$ cat src/rtl/micro_computer.sv
// SAP-style 8-bit accumulator microcomputer with a 16x8 unified RAM, a host load port and an output port.
// Optional ALU extension (AND/OR/XOR/SHL/SHR on opcodes 9-D) is enabled by defining MC_EXT_ALU_EN.
module micro_computer #(
  parameter int DATA_W = 8,
  parameter int MEM_AW = 4
) (
  input  logic              clk,
  input  logic              rst_n,
  input  logic              run,
  input  logic              prog_we,
  input  logic [MEM_AW-1:0] prog_addr,
  input  logic [DATA_W-1:0] prog_data,
  output logic [DATA_W-1:0] out_data,
  output logic              out_valid,
  output logic              halted,
  output logic [MEM_AW-1:0] pc,
  output logic [DATA_W-1:0] acc
);

  typedef enum logic [1:0] {S_FETCH, S_EXEC, S_HALT} state_t;

  localparam logic [3:0] OP_LDA = 4'h1, OP_ADD = 4'h2, OP_SUB = 4'h3, OP_STA = 4'h4,
                         OP_LDI = 4'h5, OP_JMP = 4'h6, OP_JC  = 4'h7, OP_JZ  = 4'h8,
                         OP_AND = 4'h9, OP_OR  = 4'hA, OP_XOR = 4'hB, OP_SHL = 4'hC,
                         OP_SHR = 4'hD, OP_OUT = 4'hE, OP_HLT = 4'hF;

  logic [DATA_W-1:0] mem [2**MEM_AW];
  state_t            state, state_nx;
  logic [DATA_W-1:0] ir, ir_nx, acc_nx, out_nx;
  logic [MEM_AW-1:0] pc_nx;
  logic              c_flag, z_flag, c_nx, z_nx, out_valid_nx, halted_nx, cpu_we;

  logic [3:0]        opcode;
  logic [MEM_AW-1:0] opnd;
  logic [DATA_W-1:0] opnd_data;

  assign opcode    = ir[DATA_W-1 -: 4];
  assign opnd      = ir[MEM_AW-1:0];
  assign opnd_data = mem[opnd];

  // NOTE: every output of this block gets a default first, so no path can leave one unassigned and infer a latch.
  always_comb begin
    state_nx     = state;
    pc_nx        = pc;
    acc_nx       = acc;
    ir_nx        = ir;
    c_nx         = c_flag;
    z_nx         = z_flag;
    out_nx       = out_data;
    out_valid_nx = 1'b0;
    halted_nx    = halted;
    cpu_we       = 1'b0;
    unique case (state)
      S_FETCH: begin
        if (run) begin
          ir_nx    = mem[pc];
          pc_nx    = pc + MEM_AW'(1);
          state_nx = S_EXEC;
        end
      end
      S_EXEC: begin
        state_nx = S_FETCH;
        case (opcode)
          OP_LDA: acc_nx = opnd_data;
          OP_ADD: begin
            {c_nx, acc_nx} = {1'b0, acc} + {1'b0, opnd_data};
            z_nx = (acc_nx == '0);
          end
          // The ninth bit of the widened difference is the borrow.
          OP_SUB: begin
            {c_nx, acc_nx} = {1'b0, acc} - {1'b0, opnd_data};
            z_nx = (acc_nx == '0);
          end
          OP_STA: cpu_we = 1'b1;
          OP_LDI: acc_nx = {{(DATA_W-MEM_AW){1'b0}}, opnd};
          OP_JMP: pc_nx = opnd;
          OP_JC:  if (c_flag) pc_nx = opnd;
          OP_JZ:  if (z_flag) pc_nx = opnd;
`ifdef MC_EXT_ALU_EN
          OP_AND: begin acc_nx = acc & opnd_data; c_nx = 1'b0; z_nx = (acc_nx == '0); end
          OP_OR:  begin acc_nx = acc | opnd_data; c_nx = 1'b0; z_nx = (acc_nx == '0); end
          OP_XOR: begin acc_nx = acc ^ opnd_data; c_nx = 1'b0; z_nx = (acc_nx == '0); end
          OP_SHL: begin {c_nx, acc_nx} = {acc, 1'b0}; z_nx = (acc_nx == '0); end
          OP_SHR: begin {acc_nx, c_nx} = {1'b0, acc}; z_nx = (acc_nx == '0); end
`endif
          OP_OUT: begin
            out_nx       = acc;
            out_valid_nx = 1'b1;
          end
          OP_HLT: begin
            state_nx  = S_HALT;
            halted_nx = 1'b1;
          end
          default: ;
        endcase
      end
      S_HALT:  ;
      default: state_nx = S_FETCH;
    endcase
  end

  // NOTE: state is updated with non-blocking assignments so every register samples pre-edge values.
  always_ff @(posedge clk or negedge rst_n) begin
    if (!rst_n) begin
      state     <= S_FETCH;
      pc        <= '0;
      acc       <= '0;
      ir        <= '0;
      c_flag    <= 1'b0;
      z_flag    <= 1'b0;
      out_data  <= '0;
      out_valid <= 1'b0;
      halted    <= 1'b0;
    end else begin
      state     <= state_nx;
      pc        <= pc_nx;
      acc       <= acc_nx;
      ir        <= ir_nx;
      c_flag    <= c_nx;
      z_flag    <= z_nx;
      out_data  <= out_nx;
      out_valid <= out_valid_nx;
      halted    <= halted_nx;
    end
  end

  // NOTE: the RAM is deliberately left out of reset; a reset must not wipe a preloaded program.
  // A CPU store wins over a host write that lands on the same edge.
  always_ff @(posedge clk) begin
    if (cpu_we)
      mem[opnd] <= acc;
    else if (prog_we && !run)
      mem[prog_addr] <= prog_data;
  end

endmodule

$ cat config.mk
export PLATFORM = sky130hd
export DESIGN_NAME = micro_computer
export DESIGN_NICKNAME = d
export VERILOG_FILES = /design/src/rtl/micro_computer.sv
export SDC_FILE = /design/constraint.sdc
export NUM_CORES = 1
export LEC_CHECK = 0
export ABC_AREA = 1
export CORE_UTILIZATION = 60
export CTS_BUF_LIST = sky130_fd_sc_hd__clkbuf_4 sky130_fd_sc_hd__clkbuf_8 sky130_fd_sc_hd__clkbuf_16
export CTS_CLUSTER_SIZE = 8
export DETAILED_ROUTE_END_ITERATION = 10
export HOLD_SLACK_MARGIN = 0.06
export PLACE_DENSITY = 0.9
export RECOVER_POWER = 100
export SYNTH_ARGS = -nofsm -noshare
export SYNTH_HDL_FRONTEND = slang
export SYNTH_SLANG_ARGS = --single-unit
$ cat constraint.sdc
create_clock -name clk -period 7.13 [get_ports clk]
set_input_delay 0.713 -clock clk [delete_from_list [all_inputs] [get_ports clk]]
set_output_delay 0.713 -clock clk [all_outputs]
set_load 0.005 [all_outputs]
==> impl_metrics.csv <==
group,metric,value,unit
cts,cts_max_path_buffers,2,
critical_path,end_kind,"output port",
finish,layout_common_cells,"nand2_1, edfxtp_1, nand3_1",
route,wire_per_inst,20.9,microns
yosys,synth.mux.area_fraction,0.443,%
cts,cts_setup_buffers,0,
floorplanning,die_x,125,microns
power,combPwrFrac,53.7,%
critical_path,critical_path_class,"flip-flop to output port",
sta,period_share,75.9,%
floorplanning,core.rowCount,44,
yosys,synth-compound-area-share,14.7,%
floorplanning,ioPinCount,38,
cts,cts_tree,"yes",
finish,multi_input_area,3590,sq um
power,power_switching,2510,uW
global_routing,grt_max_degree,102,
power,powerDensity,513,nW/um^2
cts,cts_resized,0,
cts,clock_latency,440,ps
sta,max_freq,0.185,GHz
floorplanning,initial_core_util,61.8,%
yosys,syn_inst,1046,
route,drcViolationCount,6,
critical_path,crit_start,"pc[0]",
sta,timing.slew.headroom,-181,%
finish,area_growth,9.84,%
finish,diodes,0,
cts,cts_max_level,4,
floorplanning,core,14600,sq um
sta,fin_setup_tns,0,ps
place,io_buffers,37,
route,firstDrtPassIters,9,
floorplanning,dieHeight,125,microns
run_status,outcome,"complete, but fails checks",
critical_path,crit_chain,"clkbuf_1 -> clkdlybuf4s50_1",
yosys,ys.flop_type,"edfxtp_1",
yosys,synth_top_cells_by_area,"edfxtp_1, dfrtp_1, nand2_1",
cts,root_buffer,"clkbuf_16",
sta,skew,13.0,ps
finish,fin_area,9930,sq um
global_routing,grt_pass1_vias,7720,
sta,rsz0062_at_grt,"false",
critical_path,slowest_stage,"clkbuf_1",
route,drtIter0Drc,1319,
sta,finalHoldViolCount,0,
power,swShare,49.2,%
sta,period_needed,5410,ps
finish,drive_above_1_share,5.24,%
sta,fin_ws,1720,ps
run,max_cap_viol_count,3,
finish,final_nets,1091,
route,vias,8117,
run_status,violations,"DRC, capacitance limit, slew limit",
finish,nFillCells,1102,
yosys,ys_warn_count,0,
yosys,syn_area,9040,sq um
yosys,synth_edf_count,128,
global_routing,grt_remaining_overflow,0,
finish,seq_area,4700,sq um
yosys,syn_nets,1081,
sta,setup_violations,0,
critical_path,r2r_start,"pc[0]",
critical_path,crit_required,6420,ps
power,p_int,2590,uW
place,dp_hpwl,16700,microns
critical_path,crit_path_max_fanout,101,
yosys,async_reset_ff_share,21.0,%
place,place_ws,3380,ps
power,pwr-share-clk,18.2,%
cts,hold_buffers,0,
route,final_antenna_net_count,0,
min_path,min_from,"halted",
sta,worst_pin_slew,4210,ps
yosys,synth_cell_type_count,44,
global_routing,grt_pass1_wl,40800,microns
cts,numCtsBuffers,17,
yosys,synth-simple-area-share,21.9,%
global_routing,grt_use_total,34.7,%
route,routed_via_density,6.48,
yosys,synth_area_leader_cell,"edfxtp_1",
floorplanning,dieArea,15600,sq um
power,p_seq_share,28.1,%
cts,clock-sinks,162,
yosys,ys_seq_area_share,51.9,%
finish,fin_util,67.8,%
cts,path_clk_slew,70,ps
critical_path,arrival,4700,ps
finish,layout_commonest_cell,"nand2_1",
place,placed_area,9410,sq um
yosys,synth_top_area_share,42.5,%
yosys,synth_xor_area_share,0.291,%
yosys,synth_adder_area_share,2.79,%
critical_path,startpoint_type,"flip-flop",
place,gp_congestion,0.958,
power,irDropWorstVdd,0.280,mV
sta,drv_slew,152,
global_routing,antenna_found_initial,0,
yosys,syn_avg_cell_area,8.65,sq um
yosys,ys_ff_latch,162,
yosys,synth_top_family_by_area,"simple AND/OR/NAND/NOR gates",
critical_path,slowest_delay,2940,ps
min_path,hold_class,"flip-flop to flip-flop",
route,wl,26200,microns
power,leakage,0.00412,uW
[cells by family (layout without fill, tap and decap cells)]
family          Yosys count  in the layout
compound gates          229            229
xor+xnor                  3              3
fa+ha+maj                19             19
buf+inv                 164            187
flops                   162            162
mux                       4              4
simple gates            465            465
[power by group through the flow]
stage               clock (uW)  sequential (uW)  combinational, uW
floorplan                    0             1310               1990
global placement             0             1430               2570
detailed placement           0             1440               2630
CTS                        922             1420               2660
global route               962             1440               2980
finish                     929             1430               2740
[layout make-up]
type | count | share of cell area, %
Sequential cell | 162 | 47.3
Multi-Input combinational cell | 720 | 36.2
Clock buffer | 18 | 4.36
Inverter | 109 | 4.18
Timing Repair Buffer | 46 | 4.08
Tap cell | 184 | 2.32
Clock inverter | 14 | 1.64
[state kept, by name, indices dropped and copies added, names as in the netlist]
name	flops
out_valid	1
state	2
halted	1
acc	8
out_data	8
z_flag	1
c_flag	1
mem	128
ir	8
pc	4
[Yosys cell counts, types with 3 or more instances]
| library cell | n |
|---|---|
| nand3b_1 | 5 |
| o21ai_0 | 92 |
| mux2i_1 | 4 |
| a21oi_1 | 68 |
| a221oi_1 | 4 |
| inv_1 | 99 |
| buf_4 | 7 |
| dfrtp_1 | 34 |
| nand3_1 | 110 |
| o211ai_1 | 43 |
| nand2_1 | 226 |
| a31oi_1 | 3 |
| clkbuf_1 | 14 |
| edfxtp_1 | 128 |
| inv_4 | 3 |
| o22ai_1 | 6 |
| nor3_1 | 3 |
| buf_6 | 3 |
| ha_1 | 17 |
| nand2_2 | 6 |
| inv_2 | 5 |
| buf_2 | 28 |
| nor2_1 | 105 |
| nor2_2 | 3 |
[metal layers]
| metal | GRT usage (%) | routed length, microns | vias to the layer above |
|---|---|---|---|
| met5 | 2.29 | 41 | - |
| met4 | 18.7 | 1240 | 2 |
| met3 | 9.36 | 3430 | 120 |
| met2 | 54.4 | 12200 | 649 |
| met1 | 43.8 | 9360 | 3742 |
| li1 | - | - | 3604 |
[stage by stage]
stage          hold slack [ps]  power, uW  instances
2_1_floorplan              417       3310       1046
3_3_place_gp               448       4000       1221
3_5_place_dp               469       4060       1221
4_1_cts                    428       5000       1253
5_1_grt                    499       5390       1253
6_report                   474       5100       1253
[final timing paths]
check,slack (ps),to,depth (start not counted)
setup / recovery,1720,pc[0],2
hold / removal,470,halted,2
setup reg to reg,2350,ir[6],7
hold reg to reg,470,halted,2
max in group asynchronous,4860,pc[0],1
min in group asynchronous,890,acc[7],1
[critical path: cells and delay by family, from the launching register on]
family	cells	cell delay, ps
buffers and inverters	2	3920
flip-flops	1	360
Power figures use the tool's default switching activity.
